<file path="config.mk">
export PLATFORM = sky130hd
export DESIGN_NAME = gate_sweep_ctrl
export DESIGN_NICKNAME = d
export VERILOG_FILES = /design/src/rtl/gate_sweep_ctrl.sv
export SDC_FILE = /design/constraint.sdc
export NUM_CORES = 1
export LEC_CHECK = 0
export BUFFER_PORTS_ARGS = -buffer_cell sky130_fd_sc_hd__buf_2
export CAP_MARGIN = 15
export CORE_MARGIN = 10
export CORE_UTILIZATION = 50
export CTS_CLUSTER_SIZE = 40
export DETAILED_ROUTE_END_ITERATION = 10
export HOLD_SLACK_MARGIN = 0.02
export PLACE_DENSITY = 0.75
export SKIP_LAST_GASP = 1
export SLEW_MARGIN = 25
export SYNTH_ARGS = -nofsm -noshare
export SYNTH_HDL_FRONTEND = slang
export SYNTH_SLANG_ARGS = --single-unit
</file>
<file path="constraint.sdc">
create_clock -name clk -period 1.85 [get_ports clk]
set_clock_uncertainty 0.1 [all_clocks]
set_input_delay 0.185 -clock clk [delete_from_list [all_inputs] [get_ports clk]]
set_output_delay 0.185 -clock clk [all_outputs]
set_load 0.005 [all_outputs]
</file>
<file path="src/rtl/gate_sweep_ctrl.sv">
// rtl/gate_sweep_ctrl.sv - sweeps all four input vectors of a 2-input gate and checks its truth table
module gate_sweep_ctrl #(
    parameter int SETTLE_CYCLES = 9,
    parameter int CNT_W         = 8
) (
    input  logic       clk,
    input  logic       reset,
    input  logic       start,
    input  logic       abort,
    input  logic [3:0] exp_tt,
    output logic       gate_a,
    output logic       gate_b,
    input  logic       gate_y,
    output logic       busy,
    output logic       done,
    output logic       valid,
    output logic       pass,
    output logic [3:0] obs_tt,
    output logic [3:0] fail_mask
);

    generate
        if (SETTLE_CYCLES < 1) begin : g_bad_settle
            $error("gate_sweep_ctrl: SETTLE_CYCLES must be >= 1");
        end
    endgenerate

    typedef enum logic [1:0] {
        IDLE   = 2'd0,
        SETTLE = 2'd1,
        DONE   = 2'd2
    } state_t;

    localparam logic [CNT_W-1:0] RELOAD = CNT_W'(SETTLE_CYCLES - 1);

    state_t           state;
    state_t           state_next;
    logic [1:0]       vec;
    logic [CNT_W-1:0] cnt;
    logic [3:0]       exp_q;
    logic [3:0]       obs_next;
    logic [3:0]       mismatch;

    always_ff @(posedge clk or posedge reset) begin
        if (reset) begin
            state <= IDLE;
        end else begin
            state <= state_next;
        end
    end

    always_comb begin
        state_next = state;
        case (state)
            IDLE:    if (start) state_next = SETTLE;
            SETTLE: begin
                if (abort) begin
                    state_next = IDLE;
                end else if (cnt == '0 && vec == 2'd3) begin
                    state_next = DONE;
                end
            end
            DONE:    state_next = IDLE;
            default: state_next = IDLE;
        endcase
    end

    // Truth table including the sample taken this edge; case inequality so an unknown sample fails.
    always_comb begin
        obs_next      = obs_tt;
        obs_next[vec] = gate_y;
        for (int i = 0; i < 4; i++) begin
            mismatch[i] = (obs_next[i] !== exp_q[i]);
        end
    end

    assign busy = (state == SETTLE);
    assign done = (state == DONE);

    always_ff @(posedge clk or posedge reset) begin
        if (reset) begin
            vec       <= 2'd0;
            cnt       <= '0;
            exp_q     <= 4'd0;
            gate_a    <= 1'b0;
            gate_b    <= 1'b0;
            valid     <= 1'b0;
            pass      <= 1'b0;
            obs_tt    <= 4'd0;
            fail_mask <= 4'd0;
        end else begin
            case (state)
                IDLE: begin
                    if (start) begin
                        exp_q     <= exp_tt;
                        obs_tt    <= 4'd0;
                        fail_mask <= 4'd0;
                        valid     <= 1'b0;
                        pass      <= 1'b0;
                        vec       <= 2'd0;
                        gate_a    <= 1'b0;
                        gate_b    <= 1'b0;
                        cnt       <= RELOAD;
                    end
                end
                SETTLE: begin
                    if (abort) begin
                        vec       <= 2'd0;
                        cnt       <= '0;
                        gate_a    <= 1'b0;
                        gate_b    <= 1'b0;
                        valid     <= 1'b0;
                        pass      <= 1'b0;
                        obs_tt    <= 4'd0;
                        fail_mask <= 4'd0;
                    end else if (cnt != '0) begin
                        cnt <= cnt - 1'b1;
                    end else begin
                        obs_tt <= obs_next;
                        if (vec == 2'd3) begin
                            // Results register on the final sample so they show in the DONE cycle.
                            vec       <= 2'd0;
                            gate_a    <= 1'b0;
                            gate_b    <= 1'b0;
                            fail_mask <= mismatch;
                            pass      <= ~|mismatch;
                            valid     <= 1'b1;
                        end else begin
                            vec              <= vec + 2'd1;
                            {gate_a, gate_b} <= vec + 2'd1;
                            cnt              <= RELOAD;
                        end
                    end
                end
                default: begin
                end
            endcase
        end
    end

endmodule
</file>
==> flow_summary.json <==
{
  "synth_top_cells_by_count": "26 x dfrtp_1, 12 x nand2_1, 8 x inv_1",
  "synthCells": 130,
  "floorplan.die_area_mm2": 0.005355,
  "finalHoldViolations": 0,
  "area_delta_synth_final_pct": 26.11,
  "synth.cell_area_mm2": 0.001414,
  "fin_tns_setup_ns": 0,
  "synth_seq_cells": 26,
  "wl_um": 3405,
  "max_stage_delay_ns": 0.44,
  "die_h_um": 73.18,
  "avgSynthCellArea_um2": 10.88,
  "dr.pass1.iters": 4,
  "die_x_um": 73.18,
  "p_leak_nw": 0.8819,
  "wire_per_inst_um": 16.86,
  "antenna_found_initial": 0,
  "cp_cell_sequence": "inv_1 -> ha_2 -> mux2i_2 -> xnor2_1 -> nor4_2 -> a22o_1",
  "crit_buf_inv": 1,
  "status": "complete, no violations",
  "numCtsBuffers": 3,
  "fin_cells": 202,
  "grt_pass1_vias": 1220,
  "cp_slowest_cell": "dfrtp_1",
  "holdWs_ns": 0.09492,
  "num_rows": 19,
  "grt_first_pass_wirelength_um": 5754,
  "ys.flop_type": "dfrtp_1",
  "cts_tree": "built",
  "dpl.cell_count": 192,
  "clock.fmax_mhz": 556.6,
  "ys_seq_area_share_pct": 46.02,
  "fin_crit_sh_pct": 97.11,
  "yosys_warnings": 0,
  "end_kind": "flip-flop",
  "insertedDiodeCount": 0,
  "syn_nets": 145,
  "finalMaxSlewViolations": 0,
  "cp_data_required_time_ns": 2.02,
  "root_buffer": "clkbuf_4",
  "final_nets": 187,
  "vdd_drop_max_uv": 914.9,
  "yosys-top-cells-area": "dfrtp_1 46%, ha_1 5.3%, mux2i_1 4.2%, a22o_1 3.7%, mux2_2 3.2%",
  "cp_max_fo": 4,
  "pin_count": 23,
  "track_usage_pct": 13.36,
  "stdcell_area_mm2": 0.001783,
  "max-cap-violations": 0,
  "cp_top_family": "flip-flops",
  "ant_nets": 0,
  "synth_edf_count": 0,
  "cts_sinks": 26,
  "yosys.area.top_type": "dfrtp_1",
  "viasPerCell": 5.683,
  "grt-ovfl-total": 0,
  "io_buffers": 22,
  "critical_path_class": "reg2reg",
  "grt_max_degree": 27,
  "worstSetupStartpointType": "flip-flop",
  "synthArstFlopShare_pct": 100.0,
  "gp_congestion": 0.8260,
  "cts_max_level": 1,
  "worst_pin_slew_ns": 0.5208,
  "rsz0062_at_grt": "no",
  "period_needed_ns": 1.797,
  "vias": 1148,
  "arrival_ns": 1.97,
  "core_area_mm2": 0.002734,
  "drt_iter0_markers": 50,
  "max_slew_margin_pct": 65.25,
  "yosysMostFrequentCell": "dfrtp_1",
  "netlist.area_leader.share_pct": 46.02,
  "synth_cell_type_count": 43,
  "hold_class": "in2reg",
  "initial_core_util_pct": 51.72,
  "clock_path_buffers": 2,
  "power.density_mw_per_mm2": 1175,
  "place_area_mm2": 0.001638,
  "insertion_delay_ns": 0.32,
  "drc": 0,
  "hpwl_um": 2454,
  "setup_violations": 0,
  "drive_gt1_share_pct": 37.43,
  "clkTransAtPathRegs_ns": 0.15
}
==> cell type report <==
cell class              count  area [um^2]
clock buffers               3        22.52
clock inverters             1        30.03
fillers                   207        950.9
inverters                   8        30.03
multi-input cells          92        737.0
flip-flops and latches     26        651.9
well taps                  31        38.79
repair buffers             41        272.8
==> timing repair <==
item                                    in CTS  in global routing
setup buffers                                0                  1
endpoints found under the setup margin       0                 12
hold buffers                                 5                  0
endpoints found under the hold margin       30                  0
gates resized for setup                      0                 11
==> worst min-delay path, delay by kind of cell <==
family	cells	cell delay [ns]
AOI/OAI and AO/OA	2	0.19
buffers and inverters	1	0.12
==> logic make-up after synthesis <==
group | after synthesis | share of synthesized area [%]
flip-flops | 26 | 46.02
multiplexers | 11 | 8.495
buffers and inverters | 12 | 4.070
adder cells (fa/ha/maj) | 6 | 5.310
AO/OA/AOI/OAI | 30 | 15.58
AND/OR/NAND/NOR | 41 | 18.05
XOR/XNOR | 4 | 2.478
==> path summary, 6_finish.rpt <==
kind | start | to | slack [ns] | cells past startpoint
max reg2reg | vec[1] | pass | 0.05 | 6
min in group asynchronous | reset | cnt[4] | 0.34 | 4
max in group asynchronous | reset | vec[0] | 1.04 | 4
min reg2reg | valid | valid | 0.39 | 1
max | vec[1] | pass | 0.05 | 6
min | abort | cnt[3] | 0.09 | 3
==> layout by cell type, fill, tap and decap left out, types with 2 or more instances in the layout <==
master          n
a21oi_1         2
a21oi_2         2
a22o_1          6
a31oi_1         4
buf_2          22
buf_4          12
buf_6           2
clkbuf_4        3
dfrtp_1        25
dlygate4sd3_1   5
ha_1            4
ha_2            2
inv_1           7
mux2_2          4
mux2i_1         4
mux2i_2         2
nand2_1        12
nand4_1         5
nor2_1          6
o21a_1          2
o21ai_0         4
o21ai_1         2
or3_1           3
xnor2_1         4
==> where the power goes <==
| part | leakage (nW) | internal, mW | total, mW | switching, mW |
|---|---|---|---|---|
| Combinational | 0.511 | 0.445 | 0.935 | 0.489 |
| Clock | 0.0279 | 0.219 | 0.393 | 0.174 |
| Sequential | 0.343 | 0.665 | 0.767 | 0.102 |
==> state kept, by name, indices dropped and copies added, names as in the netlist <==
signal	cells
state	2
cnt	8
vec	2
exp_q	4
valid	1
fail_mask	4
obs_tt	4
pass	1
==> layer usage <==
| metal | part of all wire [%] | GRT usage [%] | up-vias |
|---|---|---|---|
| met1 | 42 | 16.21 | 557 |
| li1 | - | - | 554 |
| met2 | 51 | 20.63 | 27 |
| met5 | 0 | 0 | - |
| met3 | 4.6 | 3.537 | 10 |
| met4 | 2.7 | 7.806 | 0 |
==> through the flow <==
stage | utilization, % | worst slack, ns | power [mW]
floorplan | - | 0.03367 | 1.358
CTS | 63.66 | 0.02630 | 2.007
finish | 65.22 | 0.05350 | 2.095
detailed placement | 59.91 | 0.06311 | 1.602
global placement | 59.91 | 0.1121 | 1.577
global route | 65.22 | 0.01235 | 2.237
(Power assumes the default switching activity.)
